===== config.mk =====
export PLATFORM = sky130hd
export DESIGN_NAME = pooling_stream_kxk_flat
export DESIGN_NICKNAME = d
export VERILOG_FILES = /design/src/rtl/pooling_stream_kxk_if.sv /design/src/rtl/pooling_stream_kxk.sv /design/src/flat_wrapper.sv
export SDC_FILE = /design/constraint.sdc
export NUM_CORES = 1
export LEC_CHECK = 0
export BUFFER_PORTS_ARGS = -buffer_cell sky130_fd_sc_hd__buf_2
export CAP_MARGIN = 0
export CORE_MARGIN = 2
export CORE_UTILIZATION = 35
export CTS_CLUSTER_DIAMETER = 120
export CTS_CLUSTER_SIZE = 25
export DETAILED_ROUTE_END_ITERATION = 16
export PLACE_DENSITY = 0.58
export SLEW_MARGIN = 40
export SYNTH_ARGS = -nofsm -noshare
export SYNTH_HDL_FRONTEND = slang
export SYNTH_SLANG_ARGS = --single-unit

===== constraint.sdc =====
create_clock -name clk -period 19.5 [get_ports clk]
set_clock_uncertainty 0.2 [all_clocks]
set_input_delay 1.95 -clock clk [delete_from_list [all_inputs] [get_ports clk]]
set_output_delay 1.95 -clock clk [all_outputs]
set_load 0.01 [all_outputs]

===== src/rtl/pooling_stream_kxk_if.sv =====
// ----------------------------------------------------------------------------
// pooling_stream_kxk_if
// Stream bundle for the KxK pooling block: input pixel channel, pooled output
// channel and the per-frame mode select.
//   mode       0 = max, 1 = average (taken on the first pixel of a frame)
//   in_valid   / in_ready  / in_data              input pixel handshake
//   out_valid  / out_ready / out_data / out_last  pooled output handshake
// Modports:
//   master  producer/consumer side (drives pixels, mode and out_ready)
//   slave   pooling block side
// ----------------------------------------------------------------------------
interface pooling_stream_kxk_if #(
  parameter int BIT_WIDTH = 32
);
  logic                 mode;
  logic                 in_valid;
  logic                 in_ready;
  logic [BIT_WIDTH-1:0] in_data;
  logic                 out_valid;
  logic                 out_ready;
  logic [BIT_WIDTH-1:0] out_data;
  logic                 out_last;

  modport master (
    output mode, in_valid, in_data, out_ready,
    input  in_ready, out_valid, out_data, out_last
  );

  modport slave (
    input  mode, in_valid, in_data, out_ready,
    output in_ready, out_valid, out_data, out_last
  );
endinterface


===== src/rtl/pooling_stream_kxk.sv =====
// ----------------------------------------------------------------------------
// pooling_stream_kxk
// Streaming KxK / stride-K pooling over one IMG_H x IMG_W raster-order map.
// Horizontal partial results are kept in r_hacc; per-window-column vertical
// partials live in a line buffer of IMG_W/K entries. A window's result is
// registered one cycle after its last pixel is accepted, held until taken.
// Ports:
//   clk    rising-edge clock
//   rst_n  synchronous active-low reset
//   bus    pooling_stream_kxk_if.slave (mode, in_*, out_* handshakes)
// ----------------------------------------------------------------------------
module pooling_stream_kxk #(
  parameter int BIT_WIDTH = 32,
  parameter int IMG_W     = 28,
  parameter int IMG_H     = 28,
  parameter int K         = 2
) (
  input  logic                 clk,
  input  logic                 rst_n,
  pooling_stream_kxk_if.slave  bus
);

  localparam int LOGK  = $clog2(K);
  localparam int ACC_W = BIT_WIDTH + 2 * LOGK;   // holds a sum of K*K samples
  localparam int NB    = IMG_W / K;
  localparam int CW    = (IMG_W > 1) ? $clog2(IMG_W) : 1;
  localparam int RW    = (IMG_H > 1) ? $clog2(IMG_H) : 1;
  localparam int IW    = (NB > 1) ? $clog2(NB) : 1;

  // Max (signed, ties keep either) or sum, depending on the frame mode.
  function automatic logic signed [ACC_W-1:0] combine(
    input logic signed [ACC_W-1:0] a,
    input logic signed [ACC_W-1:0] b,
    input logic                    avg
  );
    if (avg) begin
      return a + b;
    end else if (a > b) begin
      return a;
    end else begin
      return b;
    end
  endfunction

  logic [CW-1:0]           r_col;
  logic [RW-1:0]           r_row;
  logic                    r_mode;
  logic signed [ACC_W-1:0] r_hacc;
  logic signed [ACC_W-1:0] r_lbuf [NB];
  logic                    r_out_valid;
  logic [BIT_WIDTH-1:0]    r_out_data;
  logic                    r_out_last;

  logic                    w_in_ready;
  logic                    w_accept;
  logic                    w_mode;
  logic                    w_first_col;
  logic                    w_last_col;
  logic                    w_first_row;
  logic                    w_last_row;
  logic                    w_win_done;
  logic [IW-1:0]           w_idx;
  logic signed [ACC_W-1:0] w_pix;
  logic signed [ACC_W-1:0] w_h;
  logic signed [ACC_W-1:0] w_v;
  logic [BIT_WIDTH-1:0]    w_result;

  assign w_in_ready    = !r_out_valid || bus.out_ready;
  assign bus.in_ready  = w_in_ready;
  assign bus.out_valid = r_out_valid;
  assign bus.out_data  = r_out_data;
  assign bus.out_last  = r_out_last;

  assign w_accept    = bus.in_valid && w_in_ready;
  assign w_first_col = (r_col[LOGK-1:0] == {LOGK{1'b0}});
  assign w_last_col  = (r_col[LOGK-1:0] == {LOGK{1'b1}});
  assign w_first_row = (r_row[LOGK-1:0] == {LOGK{1'b0}});
  assign w_last_row  = (r_row[LOGK-1:0] == {LOGK{1'b1}});
  assign w_idx       = IW'(r_col >> LOGK);
  assign w_pix       = {{(2 * LOGK){bus.in_data[BIT_WIDTH-1]}}, bus.in_data};
  assign w_win_done  = w_accept && w_last_col && w_last_row;

  // Datapath: effective mode, horizontal and vertical combine, output value.
  always_comb begin
    w_mode   = r_mode;
    w_h      = w_pix;
    w_v      = w_h;
    w_result = {BIT_WIDTH{1'b0}};
    // The frame's first pixel already has to use the mode being latched with it.
    if ((r_row == {RW{1'b0}}) && (r_col == {CW{1'b0}})) begin
      w_mode = bus.mode;
    end else begin
      w_mode = r_mode;
    end
    if (w_first_col) begin
      w_h = w_pix;
    end else begin
      w_h = combine(r_hacc, w_pix, w_mode);
    end
    if (w_first_row) begin
      w_v = w_h;
    end else begin
      w_v = combine(r_lbuf[w_idx], w_h, w_mode);
    end
    // Arithmetic shift gives floor division of the window sum.
    if (w_mode) begin
      w_result = BIT_WIDTH'(w_v >>> (2 * LOGK));
    end else begin
      w_result = BIT_WIDTH'(w_v);
    end
  end

  // Raster counters, horizontal accumulator and per-frame mode latch.
  always_ff @(posedge clk) begin
    if (!rst_n) begin
      r_col  <= {CW{1'b0}};
      r_row  <= {RW{1'b0}};
      r_mode <= 1'b0;
      r_hacc <= {ACC_W{1'b0}};
    end else if (w_accept) begin
      r_hacc <= w_h;
      r_mode <= w_mode;
      if (r_col == CW'(IMG_W - 1)) begin
        r_col <= {CW{1'b0}};
        if (r_row == RW'(IMG_H - 1)) begin
          r_row <= {RW{1'b0}};
        end else begin
          r_row <= r_row + RW'(1);
        end
      end else begin
        r_col <= r_col + CW'(1);
      end
    end
  end

  // Line buffer of vertical partials; entries are rewritten at window row 0,
  // so they need no reset.
  always_ff @(posedge clk) begin
    if (w_accept && w_last_col) begin
      r_lbuf[w_idx] <= w_v;
    end
  end

  // One-deep output register; a completing window reloads it in the same cycle
  // it is taken, giving full throughput.
  always_ff @(posedge clk) begin
    if (!rst_n) begin
      r_out_valid <= 1'b0;
      r_out_data  <= {BIT_WIDTH{1'b0}};
      r_out_last  <= 1'b0;
    end else if (w_win_done) begin
      r_out_valid <= 1'b1;
      r_out_data  <= w_result;
      r_out_last  <= (r_col == CW'(IMG_W - 1)) && (r_row == RW'(IMG_H - 1));
    end else if (r_out_valid && bus.out_ready) begin
      r_out_valid <= 1'b0;
      r_out_last  <= 1'b0;
    end
  end

endmodule


===== src/flat_wrapper.sv =====
// flat-port wrapper written by rule: the top's interface ports become plain ports
module pooling_stream_kxk_flat 
#(
  parameter int BIT_WIDTH = 32,
  parameter int IMG_W     = 28,
  parameter int IMG_H     = 28,
  parameter int K         = 2
)
  (clk, rst_n, bus_mode, bus_in_valid, bus_in_data, bus_out_ready, bus_in_ready, bus_out_valid, bus_out_data, bus_out_last);
  pooling_stream_kxk_if #(.BIT_WIDTH(BIT_WIDTH)) bus_i ();
  input  logic clk;
  input  logic rst_n;
  input wire logic [$bits(bus_i.mode)-1:0] bus_mode;
  input wire logic [$bits(bus_i.in_valid)-1:0] bus_in_valid;
  input wire logic [$bits(bus_i.in_data)-1:0] bus_in_data;
  input wire logic [$bits(bus_i.out_ready)-1:0] bus_out_ready;
  output wire logic [$bits(bus_i.in_ready)-1:0] bus_in_ready;
  output wire logic [$bits(bus_i.out_valid)-1:0] bus_out_valid;
  output wire logic [$bits(bus_i.out_data)-1:0] bus_out_data;
  output wire logic [$bits(bus_i.out_last)-1:0] bus_out_last;
  assign bus_i.mode = bus_mode;
  assign bus_i.in_valid = bus_in_valid;
  assign bus_i.in_data = bus_in_data;
  assign bus_i.out_ready = bus_out_ready;
  assign bus_in_ready = bus_i.in_ready;
  assign bus_out_valid = bus_i.out_valid;
  assign bus_out_data = bus_i.out_data;
  assign bus_out_last = bus_i.out_last;
  pooling_stream_kxk #(.BIT_WIDTH(BIT_WIDTH), .IMG_W(IMG_W), .IMG_H(IMG_H), .K(K)) u_core (.clk(clk), .rst_n(rst_n), .bus(bus_i));
endmodule

==> results.sh <==
export IMPL_port_buffers=71
export IMPL_r2r_slack_ns=11.20
export IMPL_synth_edf_count=476
export IMPL_critPathCaptureType="register"
export IMPL_cts_max_path_buffers=3
export IMPL_hold_end="u_core.bus.out_data[10]"
export IMPL_grt_total_usage=0.195
export IMPL_nFillCells=7531
export IMPL_syn_avg_cell_area_um2=12.7
export IMPL_r2r_end="u_core.r_lbuf[1][30]"
export IMPL_dieArea_um2=83200
export IMPL_setup_viol=0
export IMPL_clkTransAtPathRegs_ns=0.11
export IMPL_fmax_mhz=106
export IMPL_start_util=0.353
export IMPL_hold_depth=2
export IMPL_root_buffer="clkbuf_16"
export IMPL_synthCells=2223
export IMPL_drc=0
export IMPL_layout_setup_ws_ns=10.07
export IMPL_drv_slew=0
export IMPL_syn2layout_area_growth_pct=9.50
export IMPL_dr_first_iter_drc_count=1775
export IMPL_ys_flop_type="edfxtp_1"
export IMPL_rsz0062_at_grt="no"
export IMPL_cts_sinks=559
export IMPL_antenna_found_initial=2
export IMPL_htreeDepth=1
export IMPL_cap_viol_max_count=0
export IMPL_dp_hpwl_um=53500
export IMPL_post_route_period_util=0.484
export IMPL_num_rows=104
export IMPL_layout_min_cycle_time_ns=9.43
export IMPL_startpoint_type="primary input"
export IMPL_synth_fp_nets=2400
export IMPL_synth_seq_cells=559
export IMPL_final_hold_violation_count=0
export IMPL_max_vdd_ir_drop_mv=0.0506
export IMPL_maxSlewHeadroom=0.422
export IMPL_seq_power_share=0.532
export IMPL_synthTopCellsByCount="476 x edfxtp_1, 220 x nor2_1, 191 x a21oi_1, 152 x inv_1, 138 x ha_1"
export IMPL_post_synth_top_count_cell="edfxtp_1"
export IMPL_required_ns=19.64
export IMPL_wl_per_cell_um=24.4
export IMPL_grt_max_degree=55
export IMPL_nets=2462
export IMPL_vias=18900
export IMPL_gp_congestion=0.937
export IMPL_final_util=0.386
export IMPL_hp_start="u_core.bus.out_data[10]"
export IMPL_combPwrFrac=0.209
export IMPL_p_sw_uw=736
export IMPL_post_cts_buffers=0
export IMPL_die_h_um=288
export IMPL_status="completed"
export IMPL_synth_cell_type_count=101
export IMPL_hp_class="register to register"
export IMPL_cts_tree="yes"
export IMPL_crit_type="primary input to register"
export IMPL_async_reset_ff_frac=0
export IMPL_overflow=0
export IMPL_internal_power_mw=1.80
export IMPL_ys_seq_area_frac=0.563
export IMPL_fin_cells=3365
export IMPL_cts_repair_resized=0
export IMPL_drtPass1Iterations=6
export IMPL_io_pins=72
export IMPL_rr_startpoint="u_core.r_hacc[3]"
export IMPL_ant_nets=0
export IMPL_core_um2=80300
export IMPL_pwr_share_clk=0.259
export IMPL_cts_hold_buffers_added=0
export IMPL_clk_latency_ns=0.61
export IMPL_via_per_inst=5.63
export IMPL_dp_slack_ns=9.30
export IMPL_grt_pass1_vias=18300
export IMPL_arrival_ns=9.57
export IMPL_setup_tns_ns=0
export IMPL_p_leak_nw=10.7
export IMPL_drive_gt1_frac=0.162
export IMPL_die_w_um=288
export IMPL_yosysTopAreaCell="edfxtp_1"
export IMPL_ff2ff_path_depth=24
export IMPL_crit_fanout=16
export IMPL_tightestPinTransition_ns=0.865
export IMPL_switching_share=0.290
export IMPL_timing_hold_ws_ns=0.273
export IMPL_diodes=0
export IMPL_synthTopCellsByArea="edfxtp_1 50%, mux4_2 8.8%, ha_1 6.1%"
export IMPL_wl_um=82200
export IMPL_yosys_warnings=0
export IMPL_synthDominantCellAreaShare=0.505
export IMPL_power_density_nw_per_um2=81.9
export IMPL_dp_cells=3315
export IMPL_cts_inserted_buffers=27
export IMPL_grt_pass1_wl_um=121000
export IMPL_syn_area_um2=28300
cell type report:
type / count / area, um^2 / share of cell area
clock buffer: 47 / 772 / 0.0249
timing repair buffer: 141 / 876 / 0.0282
multi-input combinational: 1403 / 11500 / 0.369
inverter: 153 / 574 / 0.0185
tap: 1060 / 1330 / 0.0428
sequential: 559 / 16000 / 0.515
clock inverter: 2 / 40.0 / 0.00129
logic make-up (layout without fill, tap and decap cells):
logic type | Yosys count | count (layout) | share of synthesized area
adder cells (fa/ha/maj) | 140 | 140 | 0.0624
AO/OA/AOI/OAI | 509 | 509 | 0.119
XOR/XNOR | 59 | 59 | 0.0182
buffers and inverters | 261 | 343 | 0.0395
flip-flops | 559 | 559 | 0.563
AND/OR/NAND/NOR | 517 | 517 | 0.0845
multiplexers | 178 | 178 | 0.113
power groups by stage:
| stage | registers [mW] | clock network [mW] | logic, mW |
|---|---|---|---|
| 4_1_cts | 1.35 | 0.676 | 0.521 |
| 6_report | 1.35 | 0.657 | 0.531 |
| 3_3_place_gp | 1.38 | 0 | 0.507 |
| 2_1_floorplan | 1.37 | 0 | 0.364 |
| 5_1_grt | 1.35 | 0.718 | 0.579 |
| 3_5_place_dp | 1.38 | 0 | 0.518 |
cell usage in the layout, fill, tap and decap left out, drive strengths merged, types with 13 or more instances in the layout:
master,count
dfxtp,83
xor2,14
o21ai,74
nor2b,15
nand2b,21
buf,141
o21bai,15
nand3,26
a21oi,194
a211oi,35
o211ai,13
a221oi,22
clkbuf,47
mux4,111
o221ai,14
nand2,125
xnor2,45
edfxtp,476
inv,154
nor2,222
nor3,25
a21o,13
mux2i,55
nand4,15
ha,138
a22oi,17
through the flow:
| step | total power, mW | instance area (um^2) |
|---|---|---|
| after floorplan | 1.74 | 28300 |
| after global routing | 2.65 | 31000 |
| after detailed placement | 1.90 | 30100 |
| final | 2.54 | 31000 |
| after global placement | 1.89 | 30000 |
| after CTS | 2.55 | 30900 |
per-layer routing:
layer  part of all wire  global-route usage  vias up
li1                   -                   -     8542
met2               0.47               0.324      675
met4              0.018              0.0381        0
met5                  0                   0        -
met1               0.45               0.279     9627
met3              0.061              0.0218      105
state kept, by name, summed over array words and instances, names as in the netlist, named ones only:
| name | cells |
|---|---|
| u_core.r_mode | 1 |
| u_core.bus.out_valid | 1 |
| u_core.r_lbuf | 476 |
| u_core.bus.out_data | 32 |
| u_core.bus.out_last | 1 |
| u_core.r_col | 5 |
| u_core.r_hacc | 34 |
| u_core.r_row | 5 |
worst max path at each step:
stage	cells after the start	from	endpoint
6_report	26	bus_in_data[3]	u_core.r_lbuf[1][30]
3_3_place_gp	24	bus_in_data[3]	u_core.r_lbuf[4][33]
5_1_grt	26	bus_in_data[25]	u_core.r_lbuf[1][30]
2_1_floorplan	24	bus_in_data[3]	u_core.r_lbuf[0][1]
4_1_cts	26	bus_in_data[3]	u_core.r_lbuf[5][4]
3_5_place_dp	26	bus_in_data[3]	u_core.r_lbuf[2][4]
worst max-delay path, cell delays in order:
cell and delay [ns]:
buf_2 0.11, inv_1 0.05, ha_1 0.36, a41oi_1 0.24, o21ai_0 0.11, a2111oi_0 0.72
o21bai_1 0.27, o211a_1 0.32, a21o_1 0.17, nand2_1 0.63, nor2_1 0.10, a221oi_1 0.34
buf_4 0.22, inv_1 0.07, ha_1 0.36, a21oi_1 0.20, o21ai_0 0.15, a221o_1 0.38
a211oi_1 0.31, mux2i_1 0.16, a2111oi_2 0.58, nor2_1 0.15, nor2_2 0.55, buf_4 0.42
a22oi_1 0.17, nand2_1 0.45
(Power assumes the default switching activity.)
